===== src/rtl/key_debounce_pkg.sv =====
// Shared definitions for the key debounce block.
// Contents: the debounce FSM state encoding and the default filter length.
package key_debounce_pkg;

    // 20 ms at 50 MHz
    localparam int unsigned DEB_CYCLES_DEFAULT = 1000000;

    typedef enum logic [1:0] {
        IDLE         = 2'd0,
        PRESS_FILT   = 2'd1,
        PRESSED      = 2'd2,
        RELEASE_FILT = 2'd3
    } deb_state_e;

endpackage


===== src/rtl/key_debounce_sync.sv =====
// Two-flop synchroniser for a single asynchronous input bit.
// The reset value is a parameter, so the flops can come out of reset
// holding the input's idle level. Shared by other async inputs.
// Ports:
//   clk    - destination clock
//   rst_n  - asynchronous active-low reset
//   d_i    - asynchronous input
//   q_o    - synchronised output (two clk edges of latency)
module sync_2ff #(
    parameter logic RST_VAL = 1'b0
) (
    input  logic clk,
    input  logic rst_n,
    input  logic d_i,
    output logic q_o
);

    logic sync1_q;
    logic sync2_q;

    always_ff @(posedge clk or negedge rst_n) begin
        if (!rst_n) begin
            sync1_q <= RST_VAL;
            sync2_q <= RST_VAL;
        end else begin
            sync1_q <= d_i;
            sync2_q <= sync1_q;
        end
    end

    assign q_o = sync2_q;

endmodule


===== src/rtl/key_debounce.sv =====
// Debounce for a mechanical key or switch pin.
// Synchronises the raw pin, normalises its polarity (1 = pressed) and only
// accepts a level change once the synchronised pin has stayed at the new
// level long enough. Emits registered one-cycle press/release pulses.
// Ports:
//   clk         - system clock
//   rst_n       - asynchronous active-low reset
//   key_in      - raw pin, asynchronous, may bounce
//   key_level   - debounced level, 1 = pressed
//   key_press   - one-cycle pulse when a press is accepted
//   key_release - one-cycle pulse when a release is accepted
//
// state        | meaning
// IDLE         | released and stable
// PRESS_FILT   | pin reads pressed, waiting for it to stay stable
// PRESSED      | pressed and stable
// RELEASE_FILT | pin reads released, waiting for it to stay stable
module key_debounce
    import key_debounce_pkg::*;
#(
    parameter int unsigned DEB_CYCLES = DEB_CYCLES_DEFAULT,
    parameter bit          ACTIVE_LOW = 1'b1,
    localparam int unsigned CNT_W     = $clog2(DEB_CYCLES)
) (
    input  logic clk,
    input  logic rst_n,
    input  logic key_in,
    output logic key_level,
    output logic key_press,
    output logic key_release
);

    localparam logic [CNT_W-1:0] CNT_LAST = CNT_W'(DEB_CYCLES - 1);

    logic             key_sync;
    logic             key_s;
    deb_state_e       state_q, state_d;
    logic [CNT_W-1:0] cnt_q, cnt_d;
    logic             level_q, level_d;
    logic             press_q, press_d;
    logic             release_q, release_d;

    // Synchroniser idles at the released pin level so reset release
    // never looks like a press.
    sync_2ff #(
        .RST_VAL (ACTIVE_LOW)
    ) u_sync (
        .clk   (clk),
        .rst_n (rst_n),
        .d_i   (key_in),
        .q_o   (key_sync)
    );

    assign key_s = key_sync ^ ACTIVE_LOW;

    always_ff @(posedge clk or negedge rst_n) begin
        if (!rst_n) begin
            state_q   <= IDLE;
            cnt_q     <= '0;
            level_q   <= 1'b0;
            press_q   <= 1'b0;
            release_q <= 1'b0;
        end else begin
            state_q   <= state_d;
            cnt_q     <= cnt_d;
            level_q   <= level_d;
            press_q   <= press_d;
            release_q <= release_d;
        end
    end

    // Every exit from a filter state clears the counter, so it never
    // needs to saturate.
    always_comb begin
        state_d   = state_q;
        cnt_d     = cnt_q;
        level_d   = level_q;
        press_d   = 1'b0;
        release_d = 1'b0;
        case (state_q)
            IDLE: begin
                cnt_d = '0;
                if (key_s) begin
                    state_d = PRESS_FILT;
                end
            end
            PRESS_FILT: begin
                if (!key_s) begin
                    state_d = IDLE;
                    cnt_d   = '0;
                end else if (cnt_q == CNT_LAST) begin
                    state_d = PRESSED;
                    cnt_d   = '0;
                    level_d = 1'b1;
                    press_d = 1'b1;
                end else begin
                    cnt_d = cnt_q + CNT_W'(1);
                end
            end
            PRESSED: begin
                cnt_d = '0;
                if (!key_s) begin
                    state_d = RELEASE_FILT;
                end
            end
            RELEASE_FILT: begin
                if (key_s) begin
                    state_d = PRESSED;
                    cnt_d   = '0;
                end else if (cnt_q == CNT_LAST) begin
                    state_d   = IDLE;
                    cnt_d     = '0;
                    level_d   = 1'b0;
                    release_d = 1'b1;
                end else begin
                    cnt_d = cnt_q + CNT_W'(1);
                end
            end
            default: begin
                state_d = IDLE;
                cnt_d   = '0;
                level_d = 1'b0;
            end
        endcase
    end

    assign key_level   = level_q;
    assign key_press   = press_q;
    assign key_release = release_q;

endmodule


===== config.mk =====
export PLATFORM = sky130hd
export DESIGN_NAME = key_debounce
export DESIGN_NICKNAME = d
export VERILOG_FILES = /design/src/rtl/key_debounce_pkg.sv /design/src/rtl/key_debounce_sync.sv /design/src/rtl/key_debounce.sv
export SDC_FILE = /design/constraint.sdc
export NUM_CORES = 1
export LEC_CHECK = 0
export ABC_AREA = 1
export CELL_PAD_IN_SITES_DETAIL_PLACEMENT = 1
export CELL_PAD_IN_SITES_GLOBAL_PLACEMENT = 1
export CORE_MARGIN = 2
export CORE_UTILIZATION = 40
export DETAILED_ROUTE_END_ITERATION = 6
export GPL_TIMING_DRIVEN = 1
export HOLD_SLACK_MARGIN = 0.06
export MAX_ROUTING_LAYER = met4
export PLACE_DENSITY = 0.82
export SYNTH_ARGS = -nofsm -noshare
export SYNTH_HDL_FRONTEND = slang
export SYNTH_SLANG_ARGS = --single-unit

===== constraint.sdc =====
create_clock -name clk -period 1.5 [get_ports clk]
set_clock_uncertainty 0.1 [all_clocks]
set_input_delay 0.3 -clock clk [delete_from_list [all_inputs] [get_ports clk]]
set_output_delay 0.3 -clock clk [all_outputs]
set_load 0.02 [all_outputs]

Word level (Yosys, flattened, before mapping)
Index checks and enable logic that the tools add are counted.

Bits of input ports: 3. Output and inout port bits: 3. Register bits: 27.

Eq/ne operators: 12. Multiplexer cells: 21. Reduce and logical (&&, ||, !) cells: 5. Add/subtract/negate cells: 1.

Operator list (count): 20-bit 2-to-1 mux (3); 20-bit case mux with 3 select lines (1); 20-bit by 1-bit adder with 20-bit output (second input constant) (1); 20-bit == test (second input constant) (1); 2-bit 2-to-1 mux (6); 1-bit 2-to-1 mux (9); 2-bit inequality test (second input constant) (4); 2-bit case mux with 4 select lines (1); 5-bit AND reduction (1); 2-bit == test (second input constant) (2); 2-bit by 1-bit inequality test with 1-bit output (second input constant) (2); 4-bit AND reduction (1); 3-bit by 2-bit inequality test with 1-bit output (second input constant) (1); 3-bit inequality test (second input constant) (1); 2-bit by 1-bit == test with 1-bit output (second input constant) (1); 2-bit zero test (1); 1-bit case mux with 2 select lines (1); 2-bit nonzero test (1); 2-bit OR reduction (1).

Depth between registers and ports, before layout
Depth after elaboration: 4. Gate-level depth with buffers: 9. Gate-level depth less buffers: 9.

Modules after synthesis
From an unflattened synthesis, not the netlist that was laid out.

Cells, all modules: 203. Area total of the unflattened synthesis: 1521.5 µm².

By module, submodules not included: key_debounce (cells an instance 201, times used 1, area each 1468.9 µm²); sync_2ff (cells an instance 2, times used 1, area each 52.6 µm²).

Least setup slack after synthesis
No wires, ideal clock.

Path kind: register to register. Start: register cnt_q[0]. End: register cnt_q[13]. Stages on the path, launching flop included: 8. Data arrival time: 1420 ps. Path buffers: 1. Path slack: -139 ps. Cells stage by stage: dfrtp_1 ha_1 inv_1 nor3_2 nand3_2 nand2_4 buf_12 nor2_2.

Word-level cells in the longest chain between the ends: 4. Elaborated cells on any way between the ends: 6.

RTL lines: start, declared (RTL line key_debounce.sv:38) `logic [CNT_W-1:0] cnt_q, cnt_d;`; start signal, assigned (RTL line key_debounce.sv:65) `cnt_q <= cnt_d;`; 20-bit by 1-bit adder with 20-bit output / 20-bit == test (equally long branches); 20-bit 2-to-1 mux * (RTL line key_debounce.sv:91, key_debounce.sv:110); 20-bit 2-to-1 mux, on equally long branches (RTL line key_debounce.sv:107, key_debounce.sv:88); 20-bit case mux with 3 select lines * (RTL line key_debounce.sv:80) `case (state_q)`; named net cnt_d[13] (RTL line key_debounce.sv:38).

The timed path passes the listed nets; every way through them passes the cells marked *. A chain may end at the register's enable or synchronous reset.

Worst setup path after layout
Start: register cnt_q[6]. End: register cnt_q[11].

The elaborated chain is that of the path after synthesis.

==> summary.txt <==
wire per inst: 18.0 um
Yosys top cell area share: 43.4%
clk slew on worst S/H paths: 0.18 ns
Layout Utilization: 60.3%
Final WS setup: -0.0787 ns
Cell Pwr Density: 585 mW/mm^2
clock buffer depth: 2
GRT Total Usage: 22.8%
global placement routability congestion: 0.801
Ys Warns: 0
initial antenna violation count: 0
CP max stage cell: dfrtp_2
# H-tree levels: 1
area grow syn2layout: 41.6%
async set-reset flop share out of synthesis: 100%
Final HPWL DP: 2.79 mm
Final Hold Viols: 0
Final #Nets: 230
crit-path max FO: 5
Synth Instances: 187
area leader, netlist: dfrtp_1
Die W: 64.1 um
slew margin rel.: 79.9%
dominant synthesized flop cell: dfrtp_1
largest cells by area after synthesis: dfrtp_1 (43%), nand2_1 (13%), nor2_1 (11%)
Worst Tran Pin Value: 0.299 ns
Startpoint Class: flop
number of iterations in the first detailed-routing pass: 4
Clock Latency Late Sink: 0.35 ns
Netlist cell types: 18
Post-DRT Antenna Nets: 0
Max stage delay on crit path: 0.49 ns
max-slew violations: 0
Avg Inst Size Synth: 7.71 um^2
CP endpoint kind: flop
root buf cell: clkbuf_4
hold slack final: 0.171 ns
post-route minimum period: 1.58 ns
failing checks: negative setup slack
largest net degree at the start of global routing: 28
core area: 0.00339 mm^2
Antenna Cells: 0
Synth Register Bits: 27
Site Rows: 21
critical path data required time: 1.64 ns
Hold/Removal Path Class: in2async
Max Clk Rate: 633 MHz
final setup fails: 16
EDFF count, synth: 0
crit-path cells: nand2_2 > nor2_1 > nand2_1 > nor2_1 > xnor2_1 > nor2_2
CTS tree: built
Mapped Nets: 191
clk sink count: 27
Vias: 1413
setup repair after global routing missed its margin: yes
Critical Path AT: 1.72 ns
share of post-route cells with drive strength above 1: 45.3%
# IOs: 6
Syn Std Cell Area: 0.00144 mm^2
Die ar.: 0.00410 mm^2
vias in the first global route: 1478
Starting Density: 42.6%
max-cap viol count: 0
starting DRC count in detailed routing: 82
most common cell in the synthesized netlist: nand2_1
first-pass GRT wire length: 7.00 mm
IO Port Bufs: 5
die height: 64.1 um
DRT Wirelength: 4.87 mm
routed vias/inst: 5.21
status: finished with violations
register area share after synthesis: 47.0%
Post-synth top cells: nand2_1 (50), nor2_1 (44), dfrtp_1 (25), inv_1 (19), nor2_2 (11)
CTS buffer count: 3
cell leakage power: 0.877 nW
DRC viols: 0
global route total overflow: 0
maximum vdd drop: 334 uV
period utilisation layout: 105%
setup TNS: -0.372 ns
CP most frequent cell: nor2_1
critical path class: reg2reg
==> through the flow <==
stage          setup slack [ns]  cells  area, um^2  total power, mW
2_1_floorplan         0.0000611    187        1460            0.783
3_3_place_gp           -0.00397    251        1690            0.824
3_5_place_dp            -0.0712    251        1690            0.828
5_1_grt                  -0.140    271        2040             1.24
6_report                -0.0787    271        2040             1.19
4_1_cts                 0.00480    264        1830             1.19
==> state kept, by name, indices dropped and copies added (netlist names), named ones only <==
name            flops
u_sync.sync1_q      1
key_release         1
state_q             1
u_sync.q_o          1
cnt_q              20
key_level           1
key_press           1
==> cells in the final DEF (no fill, tap or decap), drive strengths merged <==
| master | count |
|---|---|
| clkbuf | 3 |
| xor2 | 7 |
| buf | 30 |
| dfstp | 2 |
| xnor2 | 4 |
| a21oi | 1 |
| nor3 | 4 |
| clkdlybuf4s15 | 1 |
| ha | 1 |
| nand2 | 51 |
| nand3 | 8 |
| nor2 | 55 |
| o21ai | 4 |
| clkdlybuf4s50 | 2 |
| dfrtp | 25 |
| inv | 20 |
| dlygate4sd2 | 2 |
| nand4 | 5 |
==> timing repair <==
action                                  in CTS  in global routing
buffers inserted                             9                  8
hold buffers                                 0                  0
endpoints found under the setup margin      23                 25
pin swaps                                    4                 14
resized for setup                           20                 51
==> worst paths after layout <==
kind	startpoint	end	slack, ns	cells past startpoint
max	cnt_q[6]	cnt_q[11]	-0.08	6
min	rst_n	key_release	0.17	2
max reg2reg	cnt_q[6]	cnt_q[11]	-0.08	6
min reg2reg	u_sync.sync1_q	u_sync.q_o	0.27	0
max in group asynchronous	rst_n	u_sync.sync1_q	0.90	2
min in group clk	key_in	u_sync.sync1_q	0.24	1
==> cell families after synthesis <==
| group | after synthesis | synth area share [%] |
|---|---|---|
| AND/OR/NAND/NOR | 123 | 37.4 |
| flip-flops | 27 | 47.0 |
| buffers and inverters | 20 | 6.33 |
| XOR/XNOR | 11 | 6.68 |
| AO/OA/AOI/OAI | 5 | 1.73 |
| adder cells (fa/ha/maj) | 1 | 0.867 |
==> where the power goes <==
part           switching [mW]  total [mW]  internal [mW]  leakage, nW
Combinational          0.0509      0.0888         0.0379        0.503
Sequential            0.00644       0.744          0.737        0.356
Clock                   0.253       0.362          0.109       0.0183
Total                   0.310        1.19          0.884        0.877
==> final cells by class <==
class                   count  area, um^2
well taps                  46        57.6
inverters                  19        71.3
fillers                   409        1350
multi-input cells         140         878
flip-flops and latches     27         687
repair buffers             35         318
clock inverters             1        8.76
clock buffers               3        22.5
==> layer usage <==
layer,up-vias,routed length [um],global-route usage [%]
met5,-,0,-
met4,0,63,6.25
met3,12,118,2.64
met2,33,2660,39.1
met1,716,2030,28.5
li1,652,-,-
==> worst max-delay path: cells and delay by family, from the launching register on <==
family           cells  cell delay, ns
XOR/XNOR             1            0.17
flip-flops           1            0.49
AND/OR/NAND/NOR      5            0.70
No activity file was read; power rests on OpenSTA's default activity.
